[src/rtl/q_round_inverse_seq.sv]
// Sequential inverse of the Salsa20/8 quarter round: recovers (x0..x3) from
// (y0..y3) by undoing the four forward steps in reverse, STEPS_PER_CYCLE at a time.
module q_round_inverse_seq #(
  parameter int unsigned STEPS_PER_CYCLE = 1
) (
  input  logic        clk,
  input  logic        rst,
  input  logic        in_valid,
  output logic        in_ready,
  input  logic [31:0] y0,
  input  logic [31:0] y1,
  input  logic [31:0] y2,
  input  logic [31:0] y3,
  output logic        out_valid,
  input  logic        out_ready,
  output logic [31:0] x0,
  output logic [31:0] x1,
  output logic [31:0] x2,
  output logic [31:0] x3,
  output logic        busy
);

  localparam int unsigned WORD_W  = 32;
  localparam int unsigned N_STEPS = 4;
  localparam int unsigned CNT_W   = 2;

  typedef enum logic [1:0] {
    IDLE    = 2'd0,
    COMPUTE = 2'd1,
    DONE    = 2'd2
  } state_t;

  state_t             state, state_nxt;
  logic [CNT_W-1:0]   step_cnt, step_cnt_nxt;
  logic [WORD_W-1:0]  w0, w1, w2, w3;
  logic [WORD_W-1:0]  w0_nxt, w1_nxt, w2_nxt, w3_nxt;
  logic [WORD_W-1:0]  x0_nxt, x1_nxt, x2_nxt, x3_nxt;
  logic [WORD_W-1:0]  c0, c1, c2, c3;
  logic               last_c;

  function automatic logic [WORD_W-1:0] rotl(input logic [WORD_W-1:0] v,
                                             input int unsigned n);
    return (v << n) | (v >> (WORD_W - n));
  endfunction

  // Combinational chain of the sub-steps due this cycle, in A-B-C-D order.
  always_comb begin
    c0 = w0;
    c1 = w1;
    c2 = w2;
    c3 = w3;
    for (int unsigned i = 0; i < STEPS_PER_CYCLE; i++) begin
      case (CNT_W'(32'(step_cnt) + i))
        2'd0:    c3 = c3 ^ rotl(c2 + c1, 18);
        2'd1:    c2 = c2 ^ rotl(c1 + c0, 13);
        2'd2:    c1 = c1 ^ rotl(c0 + c3, 9);
        default: c0 = c0 ^ rotl(c3 + c2, 7);
      endcase
    end
    last_c = (32'(step_cnt) + STEPS_PER_CYCLE) >= N_STEPS;
  end

  // Next-state and next-datapath logic.
  always_comb begin
    state_nxt    = state;
    step_cnt_nxt = step_cnt;
    w0_nxt       = w0;
    w1_nxt       = w1;
    w2_nxt       = w2;
    w3_nxt       = w3;
    x0_nxt       = x0;
    x1_nxt       = x1;
    x2_nxt       = x2;
    x3_nxt       = x3;
    case (state)
      IDLE: begin
        if (in_valid) begin
          w0_nxt       = y0;
          w1_nxt       = y1;
          w2_nxt       = y2;
          w3_nxt       = y3;
          step_cnt_nxt = '0;
          state_nxt    = COMPUTE;
        end
      end
      COMPUTE: begin
        w0_nxt       = c0;
        w1_nxt       = c1;
        w2_nxt       = c2;
        w3_nxt       = c3;
        step_cnt_nxt = step_cnt + CNT_W'(STEPS_PER_CYCLE);
        if (last_c) begin
          x0_nxt    = c0;
          x1_nxt    = c1;
          x2_nxt    = c2;
          x3_nxt    = c3;
          state_nxt = DONE;
        end
      end
      DONE: begin
        if (out_ready) begin
          state_nxt = IDLE;
        end
      end
      default: state_nxt = IDLE;
    endcase
  end

  // State, datapath and registered handshake outputs derived from the next state.
  always_ff @(posedge clk or posedge rst) begin
    if (rst) begin
      state     <= IDLE;
      step_cnt  <= '0;
      w0        <= '0;
      w1        <= '0;
      w2        <= '0;
      w3        <= '0;
      x0        <= '0;
      x1        <= '0;
      x2        <= '0;
      x3        <= '0;
      in_ready  <= 1'b1;
      out_valid <= 1'b0;
      busy      <= 1'b0;
    end else begin
      state     <= state_nxt;
      step_cnt  <= step_cnt_nxt;
      w0        <= w0_nxt;
      w1        <= w1_nxt;
      w2        <= w2_nxt;
      w3        <= w3_nxt;
      x0        <= x0_nxt;
      x1        <= x1_nxt;
      x2        <= x2_nxt;
      x3        <= x3_nxt;
      in_ready  <= (state_nxt == IDLE);
      out_valid <= (state_nxt == DONE);
      busy      <= (state_nxt != IDLE);
    end
  end

endmodule

[config.mk]
export PLATFORM = sky130hd
export DESIGN_NAME = q_round_inverse_seq
export DESIGN_NICKNAME = d
export VERILOG_FILES = /design/src/rtl/q_round_inverse_seq.sv
export SDC_FILE = /design/constraint.sdc
export NUM_CORES = 1
export LEC_CHECK = 0
export ABC_CLOCK_PERIOD_IN_PS = 11800
export CORE_AREA = 2 2 159 223
export CTS_CLUSTER_DIAMETER = 50
export CTS_CLUSTER_SIZE = 40
export DETAILED_ROUTE_END_ITERATION = 12
export DIE_AREA = 0 0 161 225
export MAX_ROUTING_LAYER = met4
export PLACE_DENSITY = 0.89
export SLEW_MARGIN = 10
export SYNTH_ARGS = -nofsm -noshare
export SYNTH_HDL_FRONTEND = slang
export SYNTH_SLANG_ARGS = --single-unit
export TNS_END_PERCENT = 10
[constraint.sdc]
create_clock -name clk -period 11.8 [get_ports clk]
set_clock_uncertainty 0.05 [all_clocks]
set_input_delay 2.36 -clock clk [delete_from_list [all_inputs] [get_ports clk]]
set_output_delay 2.36 -clock clk [all_outputs]
set_load 0.05 [all_outputs]
Yosys cells after proc, flatten, opt, wreduce, memory -nomap -nowiden --
Cells that the tools add are included.
Operators by class: $lt $le $gt $ge 1, equality and inequality tests 6, muxes and demuxes 18, add/sub/neg operators 6, reduce and logical (&&, ||, !) cells 8, bitwise logic cells 8
Operator list (number):
- $mux 32 | 8
- $pmux 32 s2 | 4
- $add 32x32->32 | 4
- $xor 32x32->32 | 4
- $or 32x13->32 | 1
- $or 32x18->32 | 1
- $or 32x7->32 | 1
- $or 32x9->32 | 1
- $mux 2 | 4
- $eq 2x2->1 const B | 3
- $logic_not 2->1 | 3
- $pmux 2 s3 | 1
- $eq 2x1->1 const B | 2
- $pmux 2 s2 | 1
- $reduce_and 2->1 | 2
- $reduce_bool 2->1 | 2
- $add 2x1->3 const B | 1
- $ge 3x3->1 const B | 1
- $reduce_or 3->1 | 1
- $add 2x1->2 const B | 1
- $ne 2x2->1 const B | 1
Storage, ports and cells: output and inout bits 131, register bits 263, word-level logic and storage cells 60, input port bits 132

Longest topological paths before layout --
Gate-level depths: netlist of run 1.
word-level depth 5, gate-level depth with buffers 14, gate-level depth less buffers 14

Least setup slack after synthesis of run 1 --
OpenSTA, ideal clock, no wires.
kind input to register, start input port in_valid, end register w0[30], required time 11.634 ns, buffers on the path 2, path slack 8.057 ns, arrival time 3.578 ns, stages on the path 7, setup time 0.116 ns, cell sequence nor2_1 -> or2_2 -> clkbuf_1 -> nor2_1 -> clkbuf_1 -> nand2_1 -> o311ai_0
On the way: cells in the longest elaborated chain, start to end 2
RTL lines:
- start: declaration | line 8 | input logic in_valid,
- $ne 2x2->1 (no line)
- $reduce_and 2->1 (no line)
- end signal: assignment | line 128 | w0 <= w0_nxt;
- end: declaration | line 35 | logic [WORD_W-1:0] w0, w1, w2, w3;
Every way passes these cells. A chain may end at the register's enable or synchronous reset.

Final worst setup path of run 1 --
start register w0[1], end register x1[6]
On the way: cells in the longest elaborated chain, start to end 4
RTL lines:
- $add 32x32->32 | line 56 | 2'd2: c1 = c1 ^ rotl(c0 + c3, 9);
- $or 32x9->32 | line 43 | return (v << n) | (v >> (WORD_W - n));
- $xor 32x32->32 | line 56
- $mux 32 | line 53 | case (CNT_W'(32'(step_cnt) + i))
- end signal: assignment | line 133 | x1 <= x1_nxt;
- end: declaration | line 17 | output logic [31:0] x1,
Every way passes these cells.

==> impl_metrics.ini, run 1 <==
[layout]
multiInputGateArea_um2 = 11800
stdcell_count = 2943
fin_nets = 2736
seq_area_um2 = 6580
layout_commonest_cell = nand2_1
drive_gt1_frac = 0.0393
layout_common_cells = 339 x nand2_1, 262 x dfrtp_1, 262 x clkdlybuf4s50_1, 245 x o21ai_0, 210 x a21oi_1
fill_cells = 2757
syn_to_final_growth_pct = 20.4

[place]
port-buffer-count = 262
routabilityCongestion = 1.06
dp_cells = 2896
dp_hpwl_um = 58100

[flow_run]
drv_cap = 0

[timing]
setup_viol = 0
tightestPinTransition_ns = 1.25
final.period_utilization = 0.398
report.final.slew_viol_count = 0
fmax_mhz = 213
period_needed_ns = 4.70
maxSlewHeadroom = 0.166
setup_tns_ns = 0
rsz0062_at_grt = no
hold_viol = 0

[route]
vias_per_cell = 6.43
vias = 18900
drc_errors = 0
drt_iter0_drc = 1929
wirelength_um = 75400
wl_per_cell_um = 25.6
final_antenna_net_count = 0
dr.pass1.iters = 6

[yosys]
synth-seq-area-share = 0.347
synth_area_um2 = 19000
post_synth_num_cell_types = 70
syn_area_per_cell_um2 = 8.31
synth_flop_cell = dfrtp_1
ys_warn_count = 0
synthArstFlopShare = 1.00
ys_ff_latch = 263
synth_cells = 2281
syn_nets = 2545
synth_enable_flop_cells = 0

[floorplan]
io_pins = 263
dieArea_um2 = 36200
die_height_um = 225
row_count = 80
die_w_um = 161
core_um2 = 34000
initial_core_util = 0.557

[clock_network]
cts_root_buf = clkbuf_16
clkTransAtPathRegs_ns = 0.09
clk_path_buf_depth = 3
htreeDepth = 1
ctsHoldBuffers = 0
clkLatencyLatePin_ns = 0.59
cts_buffers = 25
cts_resized = 0
cts_tree = yes
post_cts_buffers = 0
clock-sinks = 263

[global_routing]
grt_usage = 0.421
grt_overflow = 0
grt_pass1_vias = 18100
grt_max_degree = 138
grt_pass1_wl_um = 111000
antenna_found_initial = 1

[outcome]
status = finished, final reports clean

[setup_path]
crit_chain = ha_1 > a211oi_1 > o211ai_2 > a21oi_1 > a211oi_2 > a311oi_2 > o21bai_1 > a221oi_1 > mux2i_1 > xnor2_1 > o21ai_0
max_stage_delay_ns = 0.80
r2r_setup_slack_ns = 7.10
critPathArrivalTime_ns = 5.08
r2r-start = w0[1]
criticalPathCategory = flip-flop to flip-flop
start_kind = flip-flop
worstSetupEndpointType = flip-flop
cp.required_ns = 12.18
reg2reg_to = x1[6]
worst-path-max-fanout = 5
ff2ff_path_depth = 11
slowest_stage = mux2i_1

[worst_hold_path]
whs_endpoint = x2[26]
hold_start = x2[26]
hold_depth = 2
hold_path_class = flip-flop to flip-flop
[through the flow]
step | setup WS [ns] | utilization | hold slack [ns] | area [µm²]
final | 7.10 | 0.670 | 0.431 | 22800
after global routing | 7.13 | 0.670 | 0.451 | 22800
after CTS | 7.27 | 0.670 | 0.436 | 22800
after detailed placement | 6.76 | 0.643 | 0.417 | 21900
after global placement | 6.81 | 0.643 | 0.406 | 21900
after floorplan | 2.15 | - | 0.442 | 19000
[cells by family after synthesis]
group,count (synthesis),share of synthesized area
XOR/XNOR,221,0.102
buffers and inverters,156,0.0309
AO/OA/AOI/OAI,802,0.265
multiplexers,8,0.00436
flip-flops,263,0.347
adder cells (fa/ha/maj),132,0.0887
AND/OR/NAND/NOR,699,0.162
[cell type report]
| cell class | count | share of cell area |
|---|---|---|
| diodes | 1 | 0.000110 |
| clock inverters | 18 | 0.0124 |
| flip-flops and latches | 263 | 0.288 |
| inverters | 41 | 0.00707 |
| clock buffers | 28 | 0.0283 |
| well taps | 451 | 0.0247 |
| multi-input cells | 1862 | 0.518 |
| repair buffers | 279 | 0.121 |
[sequential cells by signal (all words and copies together), names as in the netlist, 32 cells and up]
register,flops
w0,32
w1,32
w2,32
w3,32
x0,32
x1,32
x2,32
x3,32
[worst max-delay path by stage]
stage / slack (ns) / start / cells after the start / endpoint
final: 7.10 / w0[1] / 11 / x1[6]
after global routing: 7.13 / w3[0] / 13 / w0[5]
after floorplan: 2.15 / rst / 1 / busy
after global placement: 6.81 / in_valid / 8 / w0[20]
after detailed placement: 6.76 / in_valid / 8 / w0[20]
after CTS: 7.27 / w3[2] / 11 / x1[6]
[Yosys cell counts, types with 5 or more instances]
master,n,area share
nor2b_1,17,0.0056
a21o_1,66,0.026
and3_1,15,0.0050
or3_1,18,0.0059
a2bb2oi_1,12,0.0055
a31o_2,5,0.0023
nand3b_1,7,0.0028
o21a_1,18,0.0071
nor3_1,31,0.0082
a21oi_1,210,0.055
o211ai_1,25,0.0099
o22ai_1,41,0.014
o21bai_1,13,0.0051
a221o_1,17,0.0090
and2_1,7,0.0023
or2_2,10,0.0033
a41oi_1,7,0.0032
buf_1,16,0.0032
mux2i_1,6,0.0032
nand2_1,340,0.067
a22oi_1,10,0.0040
dfrtp_1,262,0.35
xor2_1,124,0.057
o22a_1,21,0.0097
a211o_1,6,0.0028
nand4_1,18,0.0059
a211oi_1,18,0.0071
inv_1,40,0.0079
clkbuf_1,99,0.020
a31oi_1,30,0.0099
nor3b_1,6,0.0024
a21boi_0,7,0.0028
nand3_1,37,0.0098
o21ai_0,245,0.065
nor2_1,160,0.032
nand2b_1,19,0.0063
ha_1,128,0.085
o311ai_0,10,0.0046
xnor2_1,97,0.045
nor4_1,6,0.0020
[worst max-delay path, delay by kind of cell (launching register included)]
kind / cells / cell delay [ns]
AO/OA/AOI/OAI: 8 / 2.64
XOR/XNOR: 1 / 0.20
multiplexers: 1 / 0.80
flip-flops: 1 / 0.50
adder cells (fa/ha/maj): 1 / 0.35
[metal layers]
layer | vias to the layer above | track usage | wire length (µm)
met4 | 0 | 0.292 | 6650
met1 | 9042 | 0.474 | 27100
met3 | 270 | 0.0550 | 5660
met2 | 996 | 0.696 | 36000
li1 | 8617 | - | -
met5 | - | - | 0
Power of run 1 is not shown: default switching activity piles up to over one toggle a cycle in this logic, so the estimate is an artifact.
==> run 2, diff against run 1 <==
--- a/config.mk
+++ b/config.mk
@@ -5,14 +5,14 @@
 export SDC_FILE = /design/constraint.sdc
 export NUM_CORES = 1
 export LEC_CHECK = 0
-export ABC_CLOCK_PERIOD_IN_PS = 11800
-export CORE_AREA = 2 2 159 223
+export ABC_CLOCK_PERIOD_IN_PS = 4000
+export CORE_AREA = 2 2 166 234
 export CTS_CLUSTER_DIAMETER = 50
 export CTS_CLUSTER_SIZE = 40
 export DETAILED_ROUTE_END_ITERATION = 12
-export DIE_AREA = 0 0 161 225
+export DIE_AREA = 0 0 168 236
 export MAX_ROUTING_LAYER = met4
-export PLACE_DENSITY = 0.89
+export PLACE_DENSITY = 0.85
 export SLEW_MARGIN = 10
 export SYNTH_ARGS = -nofsm -noshare
 export SYNTH_HDL_FRONTEND = slang
==> constraint.sdc (replaced) <==
create_clock -name clk -period 4 [get_ports clk]
set_clock_uncertainty 0.05 [all_clocks]
set_input_delay 0.8 -clock clk [delete_from_list [all_inputs] [get_ports clk]]
set_output_delay 0.8 -clock clk [all_outputs]
set_load 0.05 [all_outputs]
==> impl_metrics.ini, run 2 (synthesized netlist as in run 1, its figures left out) <==
[floorplan]
io_pins = 263
initial_core_util = 0.502
die_w_um = 168
core_um2 = 37800
row_count = 85
dieArea_um2 = 39600
die_height_um = 236

[setup_path]
criticalPathCategory = flip-flop to flip-flop
worst-path-max-fanout = 5
cp.required_ns = 4.41
slowest_stage = dfrtp_1
r2r-start = w2[3]
worstSetupEndpointType = flip-flop
crit_top_cell = a21oi_1
cp-endpoint = w3[3]
max_stage_delay_ns = 0.65
ff2ff_path_depth = 12
timing.critical_path.buf_inv = 0
path_delay_family = compound AO/OA/AOI/OAI gates
critPathArrivalTime_ns = 4.27
r2r_setup_slack_ns = 0.14
cp.depth = 12
reg2reg_to = w3[3]
start_kind = flip-flop
crit_chain = ha_1 > a21oi_1 > nor2b_1 > a311o_1 > a211oi_1 > nor3_1 > or2_2 > xor2_1 > nand2_1 > a21oi_1 > nor2_1 > a21oi_2
crit_start = w2[3]

[clock_network]
clkLatencyLatePin_ns = 0.60
htreeDepth = 1
ctsHoldBuffers = 0
clock-sinks = 263
clk_path_buf_depth = 3
cts_buffers = 27
clkTransAtPathRegs_ns = 0.08
cts_tree = yes
cts_root_buf = clkbuf_16

[route]
dr.pass1.iters = 5
final_antenna_net_count = 0
wirelength_um = 81800
drt_iter0_drc = 1965
vias_per_cell = 6.41
vias = 19700
wl_per_cell_um = 26.6
drc_errors = 0

[global_routing]
grt_pass1_wl_um = 119000
grt_overflow = 0
grt_max_degree = 142
antenna_found_initial = 3
grt_usage = 0.417
grt_pass1_vias = 19300

[worst_hold_path]
hold_path_class = flip-flop to flip-flop

[layout]
finish.instance_area_um2 = 23700
drive_gt1_frac = 0.0765
fin_nets = 2831
layout_common_cells = 339 x nand2_1, 262 x clkdlybuf4s50_1, 261 x dfrtp_1, 244 x o21ai_0, 208 x a21oi_1
stdcell_count = 3069
layout_commonest_cell = nand2_1
syn_to_final_growth_pct = 25.0

[timing]
setup_tns_ns = 0
maxSlewHeadroom = 0.304
report.final.slew_viol_count = 0
tightestPinTransition_ns = 1.04
final.period_utilization = 0.964
fmax_mhz = 259
hold_ws_ns = 0.428
hold_viol = 0
period_needed_ns = 3.86
setup_viol = 0

[place]
postPlaceCellArea_um2 = 22700
dp_cells = 3015
routabilityCongestion = 1.10
dp_hpwl_um = 63900
port-buffer-count = 262

[outcome]
status = finished, final reports clean

[flow_run]
drv_cap = 0
[run 2: changes by cell type in the layout (fill, tap and decap cells not counted), sizes merged]
cell / change
diode: +3
clkinv: -6
bufinv: +2
clkinvlp: +2
inv: +5
buf: +93
[run 2: per-stage QoR]
| step | setup slack [ns] | utilization |
|---|---|---|
| after floorplan | -0.319 | - |
| after global placement | 0.0417 | 0.601 |
| after detailed placement | 0.0264 | 0.601 |
| after CTS | 0.0194 | 0.626 |
| after global routing | -0.00325 | 0.627 |
| final | 0.143 | 0.627 |
[run 2: routing by layer]
metal,GRT usage,share of wire,vias to the layer above
li1,-,-,8806
met1,0.461,0.36,9581
met2,0.668,0.47,976
met3,0.0518,0.064,314
met4,0.354,0.11,0
met5,-,0,-
[run 2: how the worst min path moves through the flow]
stage             endpoint  cells after the start  slack [ns]   startpoint
6_report            x1[16]                      2        0.43       x1[16]
5_1_grt             x1[16]                      2        0.45       x1[16]
4_1_cts             x1[19]                      2        0.43       x1[19]
3_5_place_dp        x1[19]                      2        0.41       x1[19]
3_3_place_gp        x2[26]                      2        0.41       x2[26]
2_1_floorplan  step_cnt[0]                      1        0.44  step_cnt[0]
[run 2: worst reg2reg max path: stages (launching register included)]
cell and delay [ns]:
dfrtp_1 0.65, ha_1 0.38, a21oi_1 0.15, nor2b_1 0.06, a311o_1 0.40, a211oi_1 0.45
nor3_1 0.24, or2_2 0.35, xor2_1 0.24, nand2_1 0.20, a21oi_1 0.20, nor2_1 0.07
a21oi_2 0.31
[run 2: repair_timing]
action | in CTS | in global routing
setup buffers | 0 | 1
endpoints found under the setup margin | 0 | 9
resized for setup | 0 | 7
[run 2: area by class of cell]
class | count | area (µm²)
timing repair buffer | 372 | 3520
sequential | 263 | 6580
clock inverter | 21 | 289
fill | 3254 | 14100
tap | 478 | 598
clock buffer | 28 | 679
antenna | 4 | 10.0
inverter | 41 | 158
multi-input combinational | 1862 | 11800
Power of run 2 is left out for the same reason.
